### src/rtl/quad_pkg.sv
// rtl/quad_pkg.sv - step encodings, quadrature decode function and counter-width helpers
package quad_pkg;

  typedef enum logic [1:0] {
    STEP_NONE = 2'd0,
    STEP_UP   = 2'd1,
    STEP_DN   = 2'd2,
    STEP_ILL  = 2'd3
  } step_e;

  localparam int DEF_FILTER_LEN = 100;
  localparam int DEF_VEL_WINDOW = 32000;

  // Bits needed to hold 0..max_val, never less than one.
  function automatic int cnt_w(input int max_val);
    return (max_val < 1) ? 1 : $clog2(max_val + 1);
  endfunction

  // Position of an {A,B} state along the forward cycle 00->10->11->01.
  function automatic logic [1:0] gray_pos(input logic [1:0] ab);
    logic [1:0] p;
    case (ab)
      2'b00:   p = 2'd0;
      2'b10:   p = 2'd1;
      2'b11:   p = 2'd2;
      default: p = 2'd3;
    endcase
    return p;
  endfunction

  function automatic step_e decode(input logic [1:0] prev, input logic [1:0] cur);
    logic [1:0] d;
    step_e      s;
    d = gray_pos(cur) - gray_pos(prev);
    case (d)
      2'd0:    s = STEP_NONE;
      2'd1:    s = STEP_UP;
      2'd3:    s = STEP_DN;
      default: s = STEP_ILL;
    endcase
    return s;
  endfunction

endpackage

### src/rtl/quad_channel.sv
// rtl/quad_channel.sv - one encoder channel: sync, glitch filter, 4x decode, position, velocity
module quad_channel
  import quad_pkg::*;
#(
  parameter int COUNT_W    = 24,
  parameter int FILTER_LEN = DEF_FILTER_LEN,
  parameter int SATURATE   = 0
) (
  input  logic                      clk,
  input  logic                      rst_n,
  input  logic                      quad_a,
  input  logic                      quad_b,
  input  logic                      clear,
  input  logic                      error_clr,
  input  logic                      init,
  input  logic                      win_end,
  output logic signed [COUNT_W-1:0] count,
  output logic signed [COUNT_W-1:0] velocity,
  output logic                      error
);

  localparam int FILT_W = cnt_w(FILTER_LEN - 1);
  localparam logic signed [COUNT_W-1:0] CNT_MAX = {1'b0, {(COUNT_W-1){1'b1}}};
  localparam logic signed [COUNT_W-1:0] CNT_MIN = {1'b1, {(COUNT_W-1){1'b0}}};

  logic [1:0]                sync1_q, sync1_d, sync2_q, sync2_d;
  logic [1:0]                filt_q, filt_d, prev_q, prev_d;
  logic [FILT_W-1:0]         fcnt_q [0:1];
  logic [FILT_W-1:0]         fcnt_d [0:1];
  logic signed [COUNT_W-1:0] count_q, count_d, snap_q, snap_d, vel_q, vel_d;
  logic                      error_q, error_d;
  step_e                     step;

  always_comb begin
    sync1_d = {quad_a, quad_b};
    sync2_d = sync1_q;
    filt_d  = filt_q;
    for (int p = 0; p < 2; p++) begin
      fcnt_d[p] = '0;
    end
    if (init) begin
      filt_d = sync2_q;
    end else begin
      // Counter runs only while sync disagrees; any agreement drops it back to zero.
      for (int p = 0; p < 2; p++) begin
        if (sync2_q[p] != filt_q[p]) begin
          if (fcnt_q[p] == FILT_W'(FILTER_LEN - 1)) begin
            filt_d[p] = sync2_q[p];
          end else begin
            fcnt_d[p] = fcnt_q[p] + 1'b1;
          end
        end
      end
    end
    prev_d = init ? filt_d : filt_q;
    step   = init ? STEP_NONE : decode(prev_q, filt_q);
  end

  always_comb begin
    count_d = count_q;
    if (clear) begin
      count_d = '0;
    end else if (step == STEP_UP) begin
      if (!(SATURATE != 0 && count_q == CNT_MAX)) count_d = count_q + 1'b1;
    end else if (step == STEP_DN) begin
      if (!(SATURATE != 0 && count_q == CNT_MIN)) count_d = count_q - 1'b1;
    end

    error_d = error_q;
    if (error_clr) begin
      error_d = 1'b0;
    end else if (step == STEP_ILL) begin
      error_d = 1'b1;
    end

    // Window delta uses the pre-step, pre-clear position.
    vel_d  = vel_q;
    snap_d = snap_q;
    if (win_end) begin
      vel_d  = count_q - snap_q;
      snap_d = count_q;
    end
    if (clear) snap_d = '0;
  end

  always_ff @(posedge clk or negedge rst_n) begin
    if (!rst_n) begin
      sync1_q   <= '0;
      sync2_q   <= '0;
      filt_q    <= '0;
      prev_q    <= '0;
      fcnt_q[0] <= '0;
      fcnt_q[1] <= '0;
      count_q   <= '0;
      snap_q    <= '0;
      vel_q     <= '0;
      error_q   <= 1'b0;
    end else begin
      sync1_q   <= sync1_d;
      sync2_q   <= sync2_d;
      filt_q    <= filt_d;
      prev_q    <= prev_d;
      fcnt_q[0] <= fcnt_d[0];
      fcnt_q[1] <= fcnt_d[1];
      count_q   <= count_d;
      snap_q    <= snap_d;
      vel_q     <= vel_d;
      error_q   <= error_d;
    end
  end

  assign count    = count_q;
  assign velocity = vel_q;
  assign error    = error_q;

endmodule

### src/rtl/quad_decoder_multi.sv
// rtl/quad_decoder_multi.sv - N-channel quadrature decoder with shared velocity window
module quad_decoder_multi
  import quad_pkg::*;
#(
  parameter int CHANNELS   = 2,
  parameter int COUNT_W    = 24,
  parameter int FILTER_LEN = DEF_FILTER_LEN,
  parameter int VEL_WINDOW = DEF_VEL_WINDOW,
  parameter int SATURATE   = 0
) (
  input  logic                          clk,
  input  logic                          reset_n,
  input  logic [CHANNELS-1:0]           quad_a,
  input  logic [CHANNELS-1:0]           quad_b,
  input  logic [CHANNELS-1:0]           clear,
  input  logic                          error_clr,
  output logic [CHANNELS*COUNT_W-1:0]   count,
  output logic [CHANNELS*COUNT_W-1:0]   velocity,
  output logic                          vel_valid,
  output logic [CHANNELS-1:0]           error
);

  localparam int INIT_LEN = FILTER_LEN + 2;
  localparam int INIT_W   = cnt_w(INIT_LEN);
  localparam int WIN_W    = cnt_w(VEL_WINDOW - 1);

  logic [INIT_W-1:0] init_cnt_q, init_cnt_d;
  logic [WIN_W-1:0]  win_cnt_q, win_cnt_d;
  logic              vel_valid_q, vel_valid_d;
  logic              init, win_end;

  always_comb begin
    init        = (init_cnt_q != INIT_W'(INIT_LEN));
    init_cnt_d  = init ? init_cnt_q + 1'b1 : init_cnt_q;
    win_end     = (win_cnt_q == WIN_W'(VEL_WINDOW - 1));
    win_cnt_d   = win_end ? '0 : win_cnt_q + 1'b1;
    vel_valid_d = win_end;
  end

  always_ff @(posedge clk or negedge reset_n) begin
    if (!reset_n) begin
      init_cnt_q  <= '0;
      win_cnt_q   <= '0;
      vel_valid_q <= 1'b0;
    end else begin
      init_cnt_q  <= init_cnt_d;
      win_cnt_q   <= win_cnt_d;
      vel_valid_q <= vel_valid_d;
    end
  end

  assign vel_valid = vel_valid_q;

  for (genvar i = 0; i < CHANNELS; i++) begin : g_ch
    quad_channel #(
      .COUNT_W    (COUNT_W),
      .FILTER_LEN (FILTER_LEN),
      .SATURATE   (SATURATE)
    ) u_ch (
      .clk       (clk),
      .rst_n     (reset_n),
      .quad_a    (quad_a[i]),
      .quad_b    (quad_b[i]),
      .clear     (clear[i]),
      .error_clr (error_clr),
      .init      (init),
      .win_end   (win_end),
      .count     (count[i*COUNT_W +: COUNT_W]),
      .velocity  (velocity[i*COUNT_W +: COUNT_W]),
      .error     (error[i])
    );
  end

endmodule
### config.mk
export PLATFORM = sky130hd
export DESIGN_NAME = quad_decoder_multi
export DESIGN_NICKNAME = d
export VERILOG_FILES = /design/src/rtl/quad_pkg.sv /design/src/rtl/quad_channel.sv /design/src/rtl/quad_decoder_multi.sv
export SDC_FILE = /design/constraint.sdc
export NUM_CORES = 1
export LEC_CHECK = 0
export CORE_MARGIN = 5
export CORE_UTILIZATION = 53
export DETAILED_ROUTE_END_ITERATION = 12
export PLACE_DENSITY = 0.77
export SETUP_SLACK_MARGIN = 0.02
export SLEW_MARGIN = 20
export SYNTH_ARGS = -nofsm -noshare
export SYNTH_HDL_FRONTEND = slang
export SYNTH_SLANG_ARGS = --single-unit
export TNS_END_PERCENT = 1
### constraint.sdc
create_clock -name clk -period 4.82 [get_ports clk]
set_input_delay 0.964 -clock clk [delete_from_list [all_inputs] [get_ports clk]]
set_output_delay 0.964 -clock clk [all_outputs]
set_load 0.005 [all_outputs]
# == Word level (Yosys, flattened, before mapping) ==
# Cells that the tools add are included.
# word_totals
reg_bits,213
n_memories,0
romBits,0
word_cells,122
out_inout_bits,99
latch_bits,0
mem_bits_rw,0
input_bits,9
# op_classes
reduce_logical,12
add_sub_neg,14
n_shift,0
div_mod_pow,0
n_mul,0
order_cmp,0
mux,45
n_eq_ne,28
bitwise,0
# ops
cell,count
$mux W24,10
$mux W7,8
$add A24 B1 Y24 const B,2
$sub A24 B1 Y24 const B,2
$sub A24 B24 Y24,2
$pmux W2 S3,6
$add A7 B1 Y7 const B,5
$eq A2 B2 Y1 const B,14
$eq A7 B7 Y1 const B,4
$mux W14,2
$add A15 B1 Y15 const B,1
$eq A15 B15 Y1 const B,1
$mux W15,1
$logic_not A2 Y1,6
$mux W1,12
$mux W2,6
$eq A2 B1 Y1 const B,4
$reduce_bool A2 Y1,4
$ne A7 B7 Y1 const B,1
$reduce_bool A3 Y1,2
$ne A1 B1 Y1,4
$sub A2 B2 Y2,2

# == Depth between registers and ports, before layout ==
# depth
word_depth,10
mapped_depth,18
ltp_nobuf,18

# == Hierarchy ==
# From an unflattened synthesis, not the netlist that was laid out.
# unflattened
cells_unflattened,1541
hier_area_um2,14211.1
# by_module_without_submodules
module,seq_area_each_um2,n_inst,area_per_inst_um2,cells_each
quad_channel at g_ch[0].u_ch,2377.3,1,6652.6,731
quad_channel at g_ch[1].u_ch,2377.3,1,6427.4,704
quad_decoder_multi,575.6,1,1131.1,106

# == Worst setup path after synthesis ==
# Ideal clock, no wire load.
# synth_timing
path_kind,register to register
from,reg g_ch[1].u_ch.filt_q[0]
to,reg g_ch[1].u_ch.count_q[23]
setup_ns,0.128
n_path_buf,0
stages_incl_launch_ff,18
t_required_ns,4.692
arrival_time_ns,4.478
path_slack_ns,0.215
cell_sequence,dfrtp_1 xnor2_1 ha_1 xnor2_1 xnor2_1 ha_1 nor2_1 nand3_1 ha_1 a211oi_2 o21ai_1 a21oi_1 o21ai_2 a2111o_1 a41oi_2 o21ai_1 mux2i_1 mux2_1
# synth_between
elab_chain_cells,9
# synth_lines
element,line,rtl
start: declaration,quad_channel.sv:27,"logic [1:0] filt_q, filt_d, prev_q, prev_d;"
start signal: assignment,quad_channel.sv:101,filt_q <= filt_d;
$eq A2 B2 Y1 or $logic_not A2 Y1 (tied branches),quad_pkg.sv:22,case (ab)
$pmux W2 S3 *,quad_pkg.sv:22,
$sub A2 B2 Y2 *,quad_pkg.sv:34,d = gray_pos(cur) - gray_pos(prev);
"$eq A2 B2 Y1, or another cell as far along",quad_pkg.sv:35,case (d)
$pmux W2 S3 *,quad_pkg.sv:35,
$mux W2 *,quad_channel.sv:56,"step = init ? STEP_NONE : decode(prev_q, filt_q);"
$eq A2 B1 Y1,quad_channel.sv:63,end else if (step == STEP_UP) begin
$mux W24,quad_channel.sv:63,
$mux W24,quad_channel.sv:61,if (clear) begin
end signal: assignment,quad_channel.sv:105,count_q <= count_d;
end: declaration,quad_channel.sv:30,"logic signed [COUNT_W-1:0] count_q, count_d, snap_q, snap_d, vel_q, vel_d;"
# Every way passes the cells marked *; elsewhere a longest branch is shown, timed or not.
# A chain may end at the register's enable or synchronous reset.

# == Worst setup path after layout ==
# Ends and elaborated chain as after synthesis.

==> metrics.md <==
| Metric | Value |
|---|---|
| Setup Skew | 0.00846 ns |
| Buffers added on ports | 107 |
| Post-synth top flop | dfrtp_1 |
| GP Congestion | 0.913 |
| Worst setup path class | reg -> reg |
| CTS Buf Count | 24 |
| CTS H-tree lvls | 1 |
| Req. time, crit path | 5.22 ns |
| Hold_buf cts | 0 |
| Initial Utilization | 0.535 |
| Dpl hpwl | roughly 21 mm |
| Setup TNS | 0 ns |
| Max Cap Viol | 0 |
| # setup viols final | 0 |
| Unrepaired setup endpoints after global routing | false |
| Ports | 108 |
| Die Ht | 166 um |
| Leakage | a little under 0.007 uW |
| Highest routed layer | met4 |
| Synth top area share | 0.413 |
| Critical Path Fanout Max | 14 |
| Routed wl met3 | approximately 1.4 mm |
| Die width | 166 um |
| Routed vias/inst | 5.63 |
| Setup crit start kind | flip-flop |
| CTS tree | yes |
| Number of enable flip-flop cells after synthesis | 0 |
| Residual DRC | 0 |
| Slew Viols, Final | 0 |
| Hold violation count in the final report | 0 |
| Final WS setup | 0.369 ns |
| Mapped Nets | 1534 |
| First-pass GRT wire length | a little over 50 mm |
| CTS max path bufs | 3 |
| Met2 WL | 13.4 mm |
| Synthesis-stage register bit count | 213 |
| Outcome | complete, no violations |
| Post-synthesis sequential area ratio | 0.413 |
| Worst min path class | reg -> reg |
| Vias in the first global route | a little over 10000 |
| Worst-path clk slew | ~0.06 ns |
| Post-route cell area | approximately 15000 sq um |
| Clock sink count | 213 |
| Avg WL per Cell | 15.8 um |
| Detailed-router iteration count before antenna repair | 5 |
| GRT Util Overall | 0.211 |
| DR iter-0 viols | slightly above 700 |
| Syn Std Cell Area | 12900 sq um |
| Antenna Nets Post-Route | 0 |
| Fmax | 0.225 GHz |
| Period minus WS final | roughly 4.5 ns |
| Root Driver | clkbuf_16 |
| Initial antenna violation count | 0 |
| Worst vdd ir | 0.382 mV |
| Actual slew at the worst max-slew pin | 0.845 ns |
| Ant. Diodes | 0 |
| Area Overhead vs Synth | 17.1% |
| Core area | between 20000 and 25000 sq um |
| Final worst-path cycle share | 0.924 |
| YS warnings | 0 |
| Site row count | 57 |
| Largest net degree at the start of global routing | 132 |
| Clock Latency Late Sink | 0.51 ns |
| Wl on met1 | 13.7 mm |
| Grt total ovfl | 0 |
| # nets final | 1630 |
| Cells after Synth | approximately 1400 |
| Pwr Density | 554 nW/um^2 |
| Placed cell area | 14300 sq um |
| Die area | 27600 sq um |
| Layout Cells excl Fill | 1850 |
| Worst path arrival time | just under 5 ns |
| Rel. slew slack | 0.437 |
| Avg Inst Size Synth | around 9 sq um |
| CP endpoint kind | flip-flop |
| Yosys cell types | 73 |
| Layout cells sized above 1 | 0.0570 |
| Pre-CTS WS | ~0.13 ns |
| Area contributors post-synth | dfrtp_1 41%, ha_1 11%, nand2_1 6.8% |
| Vias | 10400 |
| Dpl cells | 1806 |
| Ys async rst share | 1.00 |
| Total wire length | 29.3 mm |
| Area leader, netlist | dfrtp_1 |
==> layout by cell type (no fill, tap or decap), types with 5 or more instances in the layout <==
| master | n |
|---|---|
| nand2_1 | 232 |
| dfrtp_1 | 213 |
| mux2_2 | 6 |
| nand2b_1 | 14 |
| xnor2_1 | 62 |
| a211oi_1 | 14 |
| clkdlybuf4s50_1 | 106 |
| a21o_1 | 38 |
| o21ai_0 | 81 |
| clkinv_2 | 5 |
| or3_1 | 8 |
| clkbuf_1 | 9 |
| o21a_1 | 12 |
| nor3_1 | 18 |
| a22o_1 | 15 |
| clkbuf_16 | 25 |
| o31ai_1 | 23 |
| nand4_1 | 8 |
| nor2_1 | 81 |
| or2_2 | 6 |
| nand3_1 | 35 |
| and2_1 | 6 |
| a21oi_1 | 105 |
| a31oi_1 | 15 |
| a21boi_0 | 5 |
| inv_1 | 73 |
| o211ai_1 | 5 |
| buf_4 | 13 |
| nor2b_1 | 13 |
| and3_1 | 21 |
| xor2_1 | 54 |
| ha_1 | 109 |
==> per-stage QoR <==
stage | total power [uW] | util | hold WS (ns)
2_1_floorplan | 5370 | - | 0.331
6_report | 8360 | 0.626 | 0.349
3_3_place_gp | 6400 | 0.593 | 0.333
3_5_place_dp | 6490 | 0.593 | 0.339
5_1_grt | 8990 | 0.626 | 0.358
4_1_cts | 8370 | 0.626 | 0.351
==> final cells by class <==
| cell class | count | area, sq um |
|---|---|---|
| flip-flops and latches | 213 | 5330 |
| fillers | 2082 | 9010 |
| repair buffers | 121 | 1190 |
| well taps | 324 | 405 |
| multi-input cells | 1074 | 7110 |
| clock inverters | 7 | 85.1 |
| inverters | 74 | 278 |
| clock buffers | 37 | 701 |
==> cells in the mapped netlist, drive strengths merged (18+ instances only) <==
master and number:
nand3 37, nor2 82, o21ai 87, ha 109, and3 21, a21oi 107
nor3 18, dfrtp 213, xor2 54, xnor2 62, a21o 39, clkbuf 44
inv 74, o31ai 23, nand2 232, a211oi 18
==> critical path: stages, from the launching register on <==
cell      delay (ns)
dfrtp_1         0.44
xnor2_1         0.17
ha_1            0.22
xnor2_1         0.13
xnor2_1         0.15
ha_1            0.39
nand3_2         0.31
buf_4           0.27
ha_1            0.36
nand3_1         0.11
o22ai_1         0.08
a21oi_1         0.27
o21ai_2         0.13
a2111o_1        0.45
a41oi_2         0.22
o21ai_1         0.12
mux2i_1         0.18
mux2_1          0.33
==> per-layer routing <==
metal / global-route usage / vias up
li1: - / 5133
met2: 0.344 / 245
met5: 0 / -
met3: 0.0305 / 57
met1: 0.302 / 4986
met4: 0.0481 / 0
==> state kept, by name (all words and copies together) (netlist names), named ones only <==
name                count
init_cnt_q              7
win_cnt_q              15
g_ch.u_ch.prev_q        4
g_ch.u_ch.sync1_q       4
g_ch.u_ch.error         2
g_ch.u_ch.fcnt_q       28
g_ch.u_ch.count        48
vel_valid               1
g_ch.u_ch.filt_q        1
g_ch.u_ch.snap_q       48
g_ch.u_ch.velocity     48
g_ch.u_ch.sync2_q       4
==> where the power goes <==
group          total, uW  internal (uW)  switching, uW
logic               4310           2020           2290
registers           2220           1940            286
clock network       1830           1100            721
==> path summary, 6_finish.rpt <==
check                      depth (start not counted)                               from                              endpoint  slack, ns
hold / removal                                     0  g_ch[0].u_ch.sync1_q[1]$_DFF_PN0_     g_ch[0].u_ch.sync2_q[1]$_DFF_PN0_       0.35
setup reg to reg                                  17   g_ch[1].u_ch.filt_q[0]$_DFF_PN0_    g_ch[1].u_ch.count[23]$_DFFE_PN0P_       0.37
hold reg to reg                                    0  g_ch[0].u_ch.sync1_q[1]$_DFF_PN0_     g_ch[0].u_ch.sync2_q[1]$_DFF_PN0_       0.35
max in group asynchronous                          2                            reset_n      g_ch[1].u_ch.fcnt_q[5]$_DFF_PN0_       3.26
setup / recovery                                  17   g_ch[1].u_ch.filt_q[0]$_DFF_PN0_    g_ch[1].u_ch.count[23]$_DFFE_PN0P_       0.37
min in group asynchronous                          1                            reset_n  g_ch[0].u_ch.velocity[7]$_DFFE_PN0P_       0.44
==> cells by family after synthesis <==
kind of cell,share of synthesized area
AND/OR/NAND/NOR,0.164
multiplexers,0.00922
adder cells (fa/ha/maj),0.112
XOR/XNOR,0.0788
flip-flops,0.413
AO/OA/AOI/OAI,0.185
buffers and inverters,0.0373
==> repair_timing <==
action,4_1_cts,5_1_grt
setup buffers,0,0
setup endpoints to repair,0,8
gates resized for setup,0,3
Note: power is estimated with default switching activity, not from simulation.
